[src/rtl/id_ex_pipe_reg_pkg.sv]
// ============================================================================
// Module  : id_ex_pipe_reg_pkg
// Brief   : Shared widths, control encodings and the control-bundle type
//           for the ID/EX pipeline register.
// Revision: 1.0  initial release
// ============================================================================
`default_nettype none

package id_ex_pipe_reg_pkg;

  // Default datapath geometry
  localparam int c_xlen_def   = 32;
  localparam int c_reg_aw_def = 5;
  localparam int c_cnt_w_def  = 16;

  // Control field widths
  localparam int c_wd_sel_w = 3;
  localparam int c_alu_op_w = 5;
  localparam int c_npc_op_w = 3;

  // Write-back data select encodings
  localparam logic [c_wd_sel_w-1:0] c_wd_alu = 3'd0;
  localparam logic [c_wd_sel_w-1:0] c_wd_mem = 3'd1;
  localparam logic [c_wd_sel_w-1:0] c_wd_pc4 = 3'd2;
  localparam logic [c_wd_sel_w-1:0] c_wd_imm = 3'd3;

  // ALU operation encodings
  localparam logic [c_alu_op_w-1:0] c_alu_add  = 5'h00;
  localparam logic [c_alu_op_w-1:0] c_alu_sub  = 5'h01;
  localparam logic [c_alu_op_w-1:0] c_alu_and  = 5'h02;
  localparam logic [c_alu_op_w-1:0] c_alu_or   = 5'h03;
  localparam logic [c_alu_op_w-1:0] c_alu_xor  = 5'h04;
  localparam logic [c_alu_op_w-1:0] c_alu_sll  = 5'h05;
  localparam logic [c_alu_op_w-1:0] c_alu_srl  = 5'h06;
  localparam logic [c_alu_op_w-1:0] c_alu_sra  = 5'h07;
  localparam logic [c_alu_op_w-1:0] c_alu_slt  = 5'h08;
  localparam logic [c_alu_op_w-1:0] c_alu_sltu = 5'h09;

  // Next-PC operation encodings
  localparam logic [c_npc_op_w-1:0] c_npc_pc4  = 3'd0;
  localparam logic [c_npc_op_w-1:0] c_npc_br   = 3'd1;
  localparam logic [c_npc_op_w-1:0] c_npc_jal  = 3'd2;
  localparam logic [c_npc_op_w-1:0] c_npc_jalr = 3'd3;

  // Decoded control bundle; field order is the packing order used by the top
  typedef struct packed {
    logic                  reg_write;
    logic                  mem_write;
    logic [c_wd_sel_w-1:0] wd_sel;
    logic                  alu_src;
    logic [c_alu_op_w-1:0] alu_op;
    logic [c_npc_op_w-1:0] npc_op;
  } ctrl_t;

  localparam int    c_ctrl_w   = $bits(ctrl_t);
  // A bubble carries all-zero control: no register write, no memory write
  localparam ctrl_t c_ctrl_nop = '0;

  // Control survives only alongside a real instruction
  function automatic ctrl_t gate_ctrl(input logic valid, input ctrl_t ctrl);
    return valid ? ctrl : c_ctrl_nop;
  endfunction

endpackage

`default_nettype wire

[src/rtl/id_ex_pipe_reg_field.sv]
// ============================================================================
// Module  : id_ex_pipe_reg_field
// Brief   : Generic W-bit pipeline field register. Async active-low reset,
//           synchronous clear (highest priority) and hold.
// Revision: 1.0  initial release
// ============================================================================
`default_nettype none

module id_ex_pipe_reg_field #(
  parameter int W = 1
) (
  input  logic         clk,
  input  logic         rstn,
  input  logic         clr,
  input  logic         hold,
  input  logic [W-1:0] d,
  output logic [W-1:0] q
);

  logic [W-1:0] r_q;

  // Clear beats hold so a flush always lands even while the stage is stalled
  always_ff @(posedge clk or negedge rstn) begin
    if (!rstn) begin
      r_q <= '0;
    end else if (clr) begin
      r_q <= '0;
    end else if (!hold) begin
      r_q <= d;
    end
  end

  assign q = r_q;

endmodule

`default_nettype wire

[src/rtl/id_ex_pipe_reg.sv]
// ============================================================================
// Module  : id_ex_pipe_reg
// Brief   : ID/EX pipeline register with stall (hold), flush (bubble),
//           valid tracking and a saturating bubble counter.
// Revision: 1.0  initial release
// ============================================================================
`default_nettype none

module id_ex_pipe_reg
  import id_ex_pipe_reg_pkg::*;
#(
  parameter int XLEN   = c_xlen_def,
  parameter int REG_AW = c_reg_aw_def,
  parameter int CNT_W  = c_cnt_w_def
) (
  input  logic                  clk,
  input  logic                  rstn,
  input  logic                  stall,
  input  logic                  flush,
  input  logic                  cnt_clr,
  input  logic                  id_valid,
  input  logic                  id_reg_write,
  input  logic                  id_mem_write,
  input  logic [c_wd_sel_w-1:0] id_wd_sel,
  input  logic                  id_alu_src,
  input  logic [c_alu_op_w-1:0] id_alu_op,
  input  logic [c_npc_op_w-1:0] id_npc_op,
  input  logic [XLEN-1:0]       id_pc,
  input  logic [XLEN-1:0]       id_rd1,
  input  logic [XLEN-1:0]       id_rd2,
  input  logic [XLEN-1:0]       id_imm,
  input  logic [REG_AW-1:0]     id_rs1,
  input  logic [REG_AW-1:0]     id_rs2,
  input  logic [REG_AW-1:0]     id_rd,
  output logic                  ex_valid,
  output logic                  ex_reg_write,
  output logic                  ex_mem_write,
  output logic [c_wd_sel_w-1:0] ex_wd_sel,
  output logic                  ex_alu_src,
  output logic [c_alu_op_w-1:0] ex_alu_op,
  output logic [c_npc_op_w-1:0] ex_npc_op,
  output logic [XLEN-1:0]       ex_pc,
  output logic [XLEN-1:0]       ex_rd1,
  output logic [XLEN-1:0]       ex_rd2,
  output logic [XLEN-1:0]       ex_imm,
  output logic [REG_AW-1:0]     ex_rs1,
  output logic [REG_AW-1:0]     ex_rs2,
  output logic [REG_AW-1:0]     ex_rd,
  output logic [CNT_W-1:0]      bubble_cnt
);

  localparam int               c_data_w  = 4 * XLEN + 3 * REG_AW;
  localparam logic [CNT_W-1:0] c_cnt_one = {{(CNT_W-1){1'b0}}, 1'b1};

  ctrl_t               w_id_ctrl;
  ctrl_t               w_ctrl_d;
  ctrl_t               w_ex_ctrl;
  logic [c_data_w-1:0] w_data_d;
  logic [c_data_w-1:0] w_data_q;
  logic                w_valid_q;
  logic                w_bubble;
  logic                w_cnt_sat;
  logic [CNT_W-1:0]    r_bubble_cnt;

  // The upstream bubble mux already zeroes control for invalid slots; gating
  // again here means a bubble can never write even if that mux misbehaves.
  assign w_id_ctrl = {id_reg_write, id_mem_write, id_wd_sel,
                      id_alu_src, id_alu_op, id_npc_op};
  assign w_ctrl_d  = gate_ctrl(id_valid, w_id_ctrl);
  assign w_data_d  = {id_pc, id_rd1, id_rd2, id_imm, id_rs1, id_rs2, id_rd};

  id_ex_pipe_reg_field #(.W(c_ctrl_w)) u_ctrl (
    .clk  (clk),
    .rstn (rstn),
    .clr  (flush),
    .hold (stall),
    .d    (w_ctrl_d),
    .q    (w_ex_ctrl)
  );

  id_ex_pipe_reg_field #(.W(c_data_w)) u_data (
    .clk  (clk),
    .rstn (rstn),
    .clr  (flush),
    .hold (stall),
    .d    (w_data_d),
    .q    (w_data_q)
  );

  id_ex_pipe_reg_field #(.W(1)) u_valid (
    .clk  (clk),
    .rstn (rstn),
    .clr  (flush),
    .hold (stall),
    .d    (id_valid),
    .q    (w_valid_q)
  );

  assign ex_valid     = w_valid_q;
  assign ex_reg_write = w_ex_ctrl.reg_write;
  assign ex_mem_write = w_ex_ctrl.mem_write;
  assign ex_wd_sel    = w_ex_ctrl.wd_sel;
  assign ex_alu_src   = w_ex_ctrl.alu_src;
  assign ex_alu_op    = w_ex_ctrl.alu_op;
  assign ex_npc_op    = w_ex_ctrl.npc_op;
  assign {ex_pc, ex_rd1, ex_rd2, ex_imm, ex_rs1, ex_rs2, ex_rd} = w_data_q;

  // A bubble enters EX on a flush, or on a load of an empty ID slot; a plain
  // stall only freezes the slot and is not counted.
  assign w_bubble  = flush | (~stall & ~id_valid);
  assign w_cnt_sat = &r_bubble_cnt;

  // Saturating bubble counter; a same-edge clear wins over the increment
  always_ff @(posedge clk or negedge rstn) begin
    if (!rstn) begin
      r_bubble_cnt <= '0;
    end else if (cnt_clr) begin
      r_bubble_cnt <= '0;
    end else if (w_bubble && !w_cnt_sat) begin
      r_bubble_cnt <= r_bubble_cnt + c_cnt_one;
    end
  end

  assign bubble_cnt = r_bubble_cnt;

endmodule

`default_nettype wire
[config.mk]
export PLATFORM = sky130hd
export DESIGN_NAME = id_ex_pipe_reg
export DESIGN_NICKNAME = d
export VERILOG_FILES = /design/src/rtl/id_ex_pipe_reg_pkg.sv /design/src/rtl/id_ex_pipe_reg_field.sv /design/src/rtl/id_ex_pipe_reg.sv
export SDC_FILE = /design/constraint.sdc
export NUM_CORES = 1
export LEC_CHECK = 0
export ABC_AREA = 0
export CAP_MARGIN = 10
export CORE_MARGIN = 5
export CORE_UTILIZATION = 45
export DETAILED_ROUTE_END_ITERATION = 7
export PLACE_DENSITY = 0.86
export SLEW_MARGIN = 5
export SYNTH_ARGS = -nofsm -noshare
export SYNTH_HDL_FRONTEND = slang
export SYNTH_SLANG_ARGS = --single-unit
[constraint.sdc]
create_clock -name clk -period 4.4 [get_ports clk]
set_input_delay 0.88 -clock clk [delete_from_list [all_inputs] [get_ports clk]]
set_output_delay 0.88 -clock clk [all_outputs]
set_load 0.03 [all_outputs]
==> results.md, run 1 <==
* Asr flop ratio synth at 100%
* Worst Tran Pin Value at 0.894 ns
* Worst Path Max Fanout at 7
* Netlist Area Pre-Place at 0.00734 mm2
* Total Power at 4.01 mW
* Flop2flop setup slack at 2.55 ns
* Synth Instances at 641
* Final Skew at 0.00536 ns
* Max layer used: met4
* R2r endpoint: bubble_cnt[15]$_DFFE_PN0P_
* Synth Net Count at 805
* Vias per std cell at 5.06
* Worst-Skew Late Latency at 0.41 ns
* Util after Layout at 71.8%
* Worst path slowest cell: clkdlybuf4s50_1
* WL met2 at 11.2 mm
* Crit path required time at 3.52 ns
* Starting Density at 46.0%
* DR pass1 iterations at 4
* Largest cells by area after synthesis: dfrtp_1 (59%), mux2i_1 (20%), nor2_1 (9.1%)
* Avg Cell Area, Syn at 11.4 um2
* I/O Buffers at 336
* Post-synth EDFFs at 0
* Max-cap violations at 0
* R2R cell count at 5
* Core area at 0.0159 mm2
* Fin area at 0.0114 mm2
* RePlAce Congestion at 0.866
* Slowest stage delay, CP at 0.77 ns
* Number of global-route vias before repair at 6231
* Avg WL per Cell at 18.6 um
* CP Class: register to output pin
* P per Cell Area at 351 mW/mm2
* Post-CTS Hold Buffers at 0
* Crit end category: output pin
* Placed Area at 0.0108 mm2
* RR Startpoint: bubble_cnt[0]$_DFFE_PN0P_
* Area of the multi-input gates at 0.00278 mm2
* Max Clk Rate at 0.389 GHz
* Crit start category: register
* Initial antenna violation count at 0
* Number of H-tree levels at 4
* Total GRT Usage at 22.9%
* Critical Path Start: bubble_cnt[8]$_DFFE_PN0P_
* CTS root buffer: clkbuf_16
* Met1 wire length at 8.22 mm
* Inserted Clock Buffers at 17
* First-pass GRT wire length at 33.5 mm
* Clk pin slew, worst setup/hold paths at 0.06 ns
* Hold-critical path depth at 2
* Clock Sink Count at 174
* Setup violations, final at 0
* Ant. Diodes at 0
* Worst Hold Class: register to register
* I/O pin total at 337
* Static leakage at 5.29 nW
* Via count at 6016
* Synth cell count leaders: nor2_1 (178), dfrtp_1 (174), mux2i_1 (143)
* Die X at 138 um
* TNS Setup at 0 ns
* Period minus WS final at 2.57 ns
* Final Max Slew Viols at 0
* Layout area overhead at 55.9%
* Iter 0 DRT Violations at 315
* Top cell type by total area after synthesis: dfrtp_1
* Post-CTS Setup Inserts at 0
* Most common cell in the netlist: nor2_1
* Cell variety after synth at 37
* Final nets at 1125
* Gate family responsible for the most delay along the worst path: buffers and inverters
* Part of the cycle the worst path needs at 58.5%
* Largest net degree at the start of global routing at 100
* CTS tree: yes
* DRC violations left at 0
* Status: finished, final reports clean
* Reg area at 0.00435 mm2
* Ys flop type: dfrtp_1
* CP arrival at 1.69 ns
* Fin. Hold Viols at 0
* Row count at 46
* Worst-path cell chain: clkdlybuf4s50_1
* Worst hold slack at 0.517 ns
* Crit path depth at 1
* Post-DP HPWL at 16.0 mm
* CTS resizes at 0
* Worst path bufs/invs at 1
* Worst setup path end: bubble_cnt[8]
* CTS max path bufs at 2
* Filler Cells Inserted at 1143
* Met3 wire len at 2.16 mm
* Top cell type's share of synthesized area at 59.3%
* RSZ-0062 raised after global routing: false
* Worst IR drop on VDD at 0.000249 V
* Ys Warns at 0
* Post-synthesis sequential area ratio at 59.3%
* Grt total ovfl at 0
* Detailed Route WL at 22.1 mm
* Layout cells sized above 1 at 5.24%
* Yosys reg bits at 174
* Die Footprint at 0.0190 mm2
* Die Y at 138 um
* Antenna violation net count after detailed routing at 0
* Slew margin rel. at 40.4%
cell usage in the layout (no fill, tap or decap), types with 3 or more instances in the layout:
master and instances:
clkdlybuf4s50_1 333, nor2_1 178, dfrtp_1 174, mux2i_1 143
a21oi_1 24, clkbuf_16 17, nand2_1 15, nand3_1 7
buf_4 6, nor2b_1 5, nand4_1 5, nor3_1 5
o31ai_1 5, or4_1 5, inv_1 4, mux2_2 3
clkinv_2 3, bufinv_16 3, inv_6 3
power breakdown:
part | switching [mW] | internal (mW) | leakage (nW)
Clock | 0.636 | 0.910 | 0.293
Combinational | 0.388 | 0.351 | 2.67
Sequential | 0.0469 | 1.68 | 2.32
cell families after synthesis:
logic type | count (synthesis) | synth area share (%)
adder cells (fa/ha/maj) | 1 | 0.170
AO/OA/AOI/OAI | 41 | 3.50
AND/OR/NAND/NOR | 234 | 14.2
multiplexers | 146 | 20.0
flip-flops | 174 | 59.3
buffers and inverters | 45 | 2.83
metal layers:
metal | vias to the layer above | GRT usage [%]
met5 | - | 0
met4 | 0 | 7.68
met3 | 31 | 8.25
met2 | 238 | 39.8
met1 | 2930 | 26.4
li1 | 2817 | -
sequential cells by signal (all words and copies together), names as in the netlist:
signal and cells:
u_data.q 143, bubble_cnt 16, u_ctrl.q 14, u_valid.q 1
stage by stage:
stage          std cells  setup WS (ns)
2_1_floorplan        641           2.37
3_3_place_gp        1158           1.45
3_5_place_dp        1158           1.38
4_1_cts             1189           1.81
5_1_grt             1189           1.65
6_report            1189           1.83
worst min-delay path by stage:
stage	start	end	slack [ns]
2_1_floorplan	rstn	bubble_cnt[0]$_DFFE_PN0P_	0.58
3_3_place_gp	u_ctrl.q[0]$_DFFE_PN0P_	u_ctrl.q[0]$_DFFE_PN0P_	0.50
3_5_place_dp	u_ctrl.q[4]$_DFFE_PN0P_	u_ctrl.q[4]$_DFFE_PN0P_	0.51
4_1_cts	u_ctrl.q[4]$_DFFE_PN0P_	u_ctrl.q[4]$_DFFE_PN0P_	0.52
5_1_grt	u_ctrl.q[4]$_DFFE_PN0P_	u_ctrl.q[4]$_DFFE_PN0P_	0.54
6_report	u_data.q[50]$_DFFE_PN0P_	u_data.q[50]$_DFFE_PN0P_	0.52
cell type report:
type                            instances  area share (%)
Multi-Input combinational cell        422            24.3
Sequential cell                       174            38.1
Timing Repair Buffer                  342            29.9
Inverter                                4           0.131
Tap cell                              216            2.36
Clock inverter                         13            1.43
Clock buffer                           18            3.84
worst min-delay path, cell delays in order, from the launching register on:
cell and delay (ns):
dfrtp_1 0.34, mux2i_1 0.07, nor2_1 0.07
No activity file was read; power rests on OpenSTA's default activity.
==> run 2, diff against run 1 <==
Settings changed: CORE_UTILIZATION 45 to 42, PLACE_DENSITY 0.86 to 0.81.
Clock period 4.4 ns to 2.55 ns, I/O delays scaled along.
==> results.md, run 2 (same netlist as run 1, synthesis figures left out) <==
* R2R cell count at 5 (unchanged)
* Worst-Skew Late Latency at 0.41 ns (about the same)
* Internal at 5.21 mW (+77%)
* Clock power frac at 40.1% (+1.6 points)
* Worst Path Max Fanout at 7 (unchanged)
* Die Footprint at 0.0202 mm2 (+6.6%)
* Initial antenna violation count at 0 (unchanged)
* Switching pwr at 1.90 mW (+77%)
* Layout area overhead at 57.8%
* I/O Buffers at 336 (unchanged)
* Sw Share at 26.7% (about the same)
* CTS root buffer: clkbuf_16
* Setup violations, final at 0 (unchanged)
* Total GRT Usage at 21.4% (-1.5 points)
* Row count at 48 (+4.3%)
* Seq pwr share at 41.9% (-1.2 points)
* Worst Tran Pin Value at 0.845 ns (-0.0483 ns)
* Worst path bufs/invs at 1 (unchanged)
* Crit end category: output pin
* Final nets at 1128 (+0.27%)
* TNS Setup at 0 ns (unchanged)
* Final Max Slew Viols at 0 (unchanged)
* Worst-path cell chain: clkdlybuf4s50_1
* Crit path required time at 2.04 ns (-1.48 ns)
* Detailed Route WL at 21.7 mm (-1.6%)
* RSZ-0062 raised after global routing: false
* Reg area at 0.00435 mm2 (unchanged)
* Max Clk Rate at 0.457 GHz
* P per Cell Area at 614 mW/mm2 (+75%)
* Iter 0 DRT Violations at 227 (-28%)
* Vias per std cell at 4.98 (-1.7%)
* Worst path slowest cell: clkdlybuf4s50_1
* Avg WL per Cell at 18.1 um (-2.7%)
* Antenna violation net count after detailed routing at 0 (unchanged)
* Area of the multi-input gates at 0.00278 mm2 (unchanged)
* Number of global-route vias before repair at 6232 (+0.016%)
* Grt total ovfl at 0 (unchanged)
* Max-cap violations at 0 (unchanged)
* Worst hold slack at 0.0184 ns (-0.498 ns)
* Clock Sink Count at 174 (unchanged)
* Largest register FFs at 143 (unchanged)
* Period minus WS final at 2.19 ns
* Ant. Diodes at 0 (unchanged)
* Clk pin slew, worst setup/hold paths at 0.07 ns (about the same)
* CTS tree: yes
* Largest net degree at the start of global routing at 159 (+59%)
* Filler Cells Inserted at 1302 (+14%)
* Most common cell after layout, fill and taps aside: clkdlybuf4s50_1
* Post-Place Setup Slack at 0.341 ns (-1.04 ns)
* I/O pin total at 337 (unchanged)
* Post-CTS Hold Buffers at 0 (unchanged)
* Gate family responsible for the most delay along the worst path: buffers and inverters
* Via count at 5981 (-0.58%)
* R2r endpoint: bubble_cnt[15]$_DFFE_PN0P_
* CTS resizes at 0 (unchanged)
* RePlAce Congestion at 0.826 (-4.6%)
* Inserted Clock Buffers at 17 (unchanged)
* Status: finished, final reports clean
* First-pass GRT wire length at 34.3 mm (+2.2%)
* Die Y at 142 um (+3.3%)
* CTS max path bufs at 2 (unchanged)
* CP arrival at 1.68 ns (about the same)
* Combinational share of power at 18.1% (-0.3 points)
* DR pass1 iterations at 4 (unchanged)
* Most frequent cells in the layout: clkdlybuf4s50_1 (333), nor2_1 (178), dfrtp_1 (174)
* Worst IR drop on VDD at 0.000403 V (+62%)
* Die X at 142 um (+3.3%)
* Post-CTS Setup Inserts at 0 (unchanged)
* Flop2flop setup slack at 0.73 ns (-1.82 ns)
* Post-DP HPWL at 15.6 mm (-2.7%)
* Part of the cycle the worst path needs at 85.7%
* PnR worst setup slack at 0.364 ns (-1.46 ns)
* Starting Density at 42.6% (-3.5 points)
* Worst Hold Class: primary input to async pin
* Layout cells sized above 1 at 5.53% (+0.29 points)
* DRC violations left at 0 (unchanged)
* Static leakage at 5.35 nW (+1.2%)
* Slowest stage delay, CP at 0.75 ns (-0.02 ns)
* RR Startpoint: bubble_cnt[0]$_DFFE_PN0P_
* Fin. Hold Viols at 0 (unchanged)
* CP Class: register to output pin
* Final Skew at 0.00297 ns (-0.00239 ns)
* Number of H-tree levels at 4 (unchanged)
* Core area at 0.0172 mm2 (+8.1%)
* Crit start category: register
* Slew margin rel. at 43.6% (+3.2 points)
[run 2: metrics by stage]
step / utilization (%) / total power [mW] / instance area (um2) / std cells
final: 67.2 / 7.11 / 11600 / 1202
after detailed placement: 63.4 / 4.32 / 10900 / 1170
after CTS: 67.2 / 7.19 / 11600 / 1202
after floorplan: - / 3.63 / 7340 / 641
after global placement: 63.4 / 4.30 / 10900 / 1170
after global routing: 67.2 / 7.38 / 11600 / 1202
[run 2: final cells by class]
cell class                      instances  share of cell area (%)
Clock buffer                           19                    3.82
Clock inverter                         13                    1.75
Inverter                                4                   0.130
Multi-Input combinational cell        422                    24.0
Sequential cell                       174                    37.6
Tap cell                              225                    2.43
Timing Repair Buffer                  345                    30.3
[run 2: power groups by stage]
stage	combinational, mW	clock, mW	sequential [mW]
floorplan	0.320	0	3.31
global placement	1.28	0	3.02
detailed placement	1.29	0	3.03
CTS	1.30	2.91	2.98
global route	1.37	3.01	3.00
finish	1.28	2.85	2.98
[run 2: worst max-delay path by stage]
| stage | from | to | slack [ns] | cells past startpoint |
|---|---|---|---|---|
| 2_1_floorplan | bubble_cnt[0]$_DFFE_PN0P_ | bubble_cnt[15]$_DFFE_PN0P_ | 0.76 | 5 |
| 3_3_place_gp | id_valid | bubble_cnt[15]$_DFFE_PN0P_ | 0.37 | 5 |
| 3_5_place_dp | id_valid | bubble_cnt[15]$_DFFE_PN0P_ | 0.34 | 5 |
| 4_1_cts | bubble_cnt[8]$_DFFE_PN0P_ | bubble_cnt[8] | 0.34 | 1 |
| 5_1_grt | bubble_cnt[8]$_DFFE_PN0P_ | bubble_cnt[8] | 0.29 | 1 |
| 6_report | bubble_cnt[8]$_DFFE_PN0P_ | bubble_cnt[8] | 0.36 | 1 |
[run 2: per-layer routing]
metal	track usage [%]	vias to the layer above	share of wire, %
met2	35.5	250	48
met4	8.48	0	3.2
li1	-	2820	-
met3	6.92	43	8.8
met5	0	-	0
met1	26.0	2868	40
==> run 3, diff against run 2 <==
Settings changed: ABC_AREA 0 to 1, HOLD_SLACK_MARGIN set to 0.06, SLEW_MARGIN 5 to not set.
==> results.md, run 3 <==
* Status: finished, final reports clean
* Via count at 7120 (+19%)
* Final Skew at 0.00580 ns (+0.00283 ns)
* Die X at 142 um (+0.18%)
* Filler Cells Inserted at 1373 (+5.5%)
* R2R cell count at 9 (+4)
* Avg WL per Cell at 17.8 um (-1.8%)
* Max Clk Rate at 0.467 GHz (+2.2%)
* Largest net degree at the start of global routing at 144 (-9.4%)
* Vias per std cell at 5.12 (+2.9%)
* Crit end category: output pin
* RR Startpoint: bubble_cnt[0]$_DFFE_PN0P_
* Final Max Slew Viols at 0 (unchanged)
* Ys flop type: dfrtp_1
* CTS root buffer: clkbuf_16
* Crit path depth at 1 (unchanged)
* Hold-critical path depth at 3
* Grt total ovfl at 0 (unchanged)
* Worst-path cell chain: clkdlybuf4s50_1
* Number of global-route vias before repair at 7121 (+14%)
* Iter 0 DRT Violations at 609 (+170%)
* Slowest stage delay, CP at 0.73 ns (-0.02 ns)
* Period minus WS final at 2.14 ns (-0.0463 ns)
* Most common cell after layout, fill and taps aside: clkdlybuf4s50_1
* Clock Sink Count at 174 (unchanged)
* Yosys reg bits at 174 (unchanged)
* Worst-Skew Late Latency at 0.42 ns (about the same)
* RSZ-0062 raised after global routing: false
* Synth cell count leaders: nand2_1 (281), dfrtp_1 (174), nand3_1 (160)
* Static leakage at 5.26 nW (-1.7%)
* Die Y at 142 um (+0.18%)
* Post-synthesis sequential area ratio at 59.1% (-0.22 points)
* Number of H-tree levels at 4 (unchanged)
* Antenna violation net count after detailed routing at 0 (unchanged)
* Setup violations, final at 0 (unchanged)
* Largest register FFs at 143 (unchanged)
* DR pass1 iterations at 5 (+1)
* Flop2flop setup slack at 0.80 ns (+0.07 ns)
* Ys Warns at 0 (unchanged)
* Total Power at 6.94 mW (-2.3%)
* Worst path bufs/invs at 1 (unchanged)
* CP arrival at 1.63 ns (-0.05 ns)
* Fin. Hold Viols at 0 (unchanged)
* Worst path slowest cell: clkdlybuf4s50_1
* Inserted Clock Buffers at 17 (unchanged)
* Gate family responsible for the most delay along the worst path: buffers and inverters
* Total GRT Usage at 24.3% (+2.9 points)
* Top cell type's share of synthesized area at 59.1% (-0.22 points)
* Crit path required time at 2.04 ns (about the same)
* Die Footprint at 0.0203 mm2 (+0.35%)
* Min-Delay Endpoint: u_data.q[118]$_DFFE_PN0P_
* Row count at 48 (unchanged)
* Most frequent cells in the layout: clkdlybuf4s50_1 (333), nand2_1 (281), dfrtp_1 (174)
* Avg Cell Area, Syn at 8.70 um2 (-24%)
* R2r endpoint: bubble_cnt[4]$_DFFE_PN0P_
* Clk pin slew, worst setup/hold paths at 0.07 ns (about the same)
* Hold_sp: stall
* First-pass GRT wire length at 38.8 mm (+13%)
* Most common cell in the netlist: nand2_1
* Synth Net Count at 1011 (+26%)
* Final nets at 1315 (+17%)
* CTS tree: yes
* Worst Hold Class: primary input to register
* Largest cells by area after synthesis: dfrtp_1 (59%), nand2_1 (14%), nand3_1 (11%)
* Initial antenna violation count at 2 (+2)
* Detailed Route WL at 24.7 mm (+14%)
* P per Cell Area at 603 mW/mm2 (-1.7%)
* Worst IR drop on VDD at 0.000457 V (+13%)
* Asr flop ratio synth at 100% (unchanged)
* CTS max path bufs at 2 (unchanged)
* Post-DP HPWL at 17.3 mm (+11%)
* CP Class: register to output pin
* Worst Tran Pin Value at 0.839 ns (-0.00665 ns)
* Core area at 0.0172 mm2 (unchanged)
* Layout cells sized above 1 at 4.98% (-0.54 points)
* Post-CTS Setup Inserts at 0 (unchanged)
* Top cell type by total area after synthesis: dfrtp_1
* I/O Buffers at 336 (unchanged)
* Starting Density at 42.7% (+0.16 points)
* Part of the cycle the worst path needs at 83.9% (-1.8 points)
* Netlist Area Pre-Place at 0.00737 mm2 (+0.38%)
* Max-cap violations at 0 (unchanged)
* TNS Setup at 0 ns (unchanged)
* Synth Instances at 847 (+32%)
* Worst Path Max Fanout at 6 (-1)
* Slew margin rel. at 44.1% (+0.44 points)
* Cell variety after synth at 23 (-38%)
* Crit start category: register
* Layout area overhead at 56.2%
* I/O pin total at 337 (unchanged)
* RePlAce Congestion at 0.836 (+1.1%)
* DRC violations left at 0 (unchanged)
* Post-synth EDFFs at 0 (unchanged)
[run 3: cell count changes after synthesis, sizes merged, moves of 6 or more]
cell,previous run,this run
nand2,15,285
nor2,178,19
nand3,8,160
mux2i,143,0
a21oi,24,82
inv,4,29
clkbuf,19,37
o21ai,2,16
nand4,6,12
[run 3: worst max-delay path by stage]
stage / slack, ns / from / end
after floorplan: 0.80 / bubble_cnt[0]$_DFFE_PN0P_ / bubble_cnt[2]$_DFFE_PN0P_
final: 0.41 / bubble_cnt[13]$_DFFE_PN0P_ / bubble_cnt[13]
after global routing: 0.36 / bubble_cnt[7]$_DFFE_PN0P_ / bubble_cnt[7]
after global placement: 0.59 / cnt_clr / bubble_cnt[3]$_DFFE_PN0P_
after CTS: 0.40 / bubble_cnt[13]$_DFFE_PN0P_ / bubble_cnt[13]
after detailed placement: 0.62 / cnt_clr / bubble_cnt[3]$_DFFE_PN0P_
[run 3: layout make-up]
cell class	count	area (um2)	area share (%)
Clock buffer	19	443	3.85
Timing Repair Buffer	347	3500	30.5
Sequential cell	174	4350	37.8
Inverter	29	114	0.989
Multi-Input combinational cell	582	2630	22.9
Tap cell	225	282	2.45
Antenna cell	1	2.50	0.0217
Clock inverter	13	176	1.53
[run 3: repair_timing]
action | CTS | global route
hold buffers | 1 | 0
resized for setup | 0 | 0
hold endpoints to repair | 29 | 0
[run 3: kinds of logic (layout without fill, tap and decap cells)]
family | count (synthesis) | after routing | share of synthesized area (%)
buffers and inverters | 91 | 408 | 5.16
XOR/XNOR | 3 | 3 | 0.357
AND/OR/NAND/NOR | 480 | 480 | 28.5
adder cells (fa/ha/maj) | 1 | 1 | 0.170
other | 0 | 1 | 0
AO/OA/AOI/OAI | 98 | 98 | 6.66
flip-flops | 174 | 174 | 59.1
[run 3: worst min-delay path: cells and delay by family]
| kind | cells | cell delay, ns |
|---|---|---|
| and+or+nand+nor | 1 | 0.09 |
| buffers and inverters | 1 | 0.20 |
| AOI/OAI and AO/OA | 1 | 0.06 |
[run 3: per-layer routing]
layer  share of wire [%]  global-route usage, %
met1                  38                   30.2
met2                  52                   41.0
met3                 7.6                   6.92
met4                 2.3                   8.05
met5               0.028                      0
[run 3: power breakdown]
part,internal (mW),total (mW),switching [mW]
Combinational,0.544,1.23,0.682
Clock,1.60,2.74,1.15
Sequential,2.89,2.97,0.0811
Total,5.03,6.94,1.91
[run 3: through the flow]
| step | setup slack (ns) | utilization [%] | hold slack (ns) | instance area (um2) | instances |
|---|---|---|---|---|---|
| finish | 0.410 | 66.8 | 0.483 | 11500 | 1390 |
| global route | 0.362 | 66.8 | 0.489 | 11500 | 1390 |
| CTS | 0.401 | 66.7 | 0.473 | 11500 | 1389 |
| detailed placement | 0.621 | 63.1 | 0.425 | 10900 | 1356 |
| global placement | 0.589 | 63.1 | 0.427 | 10900 | 1356 |
| floorplan | 0.801 | - | 0.214 | 7370 | 847 |
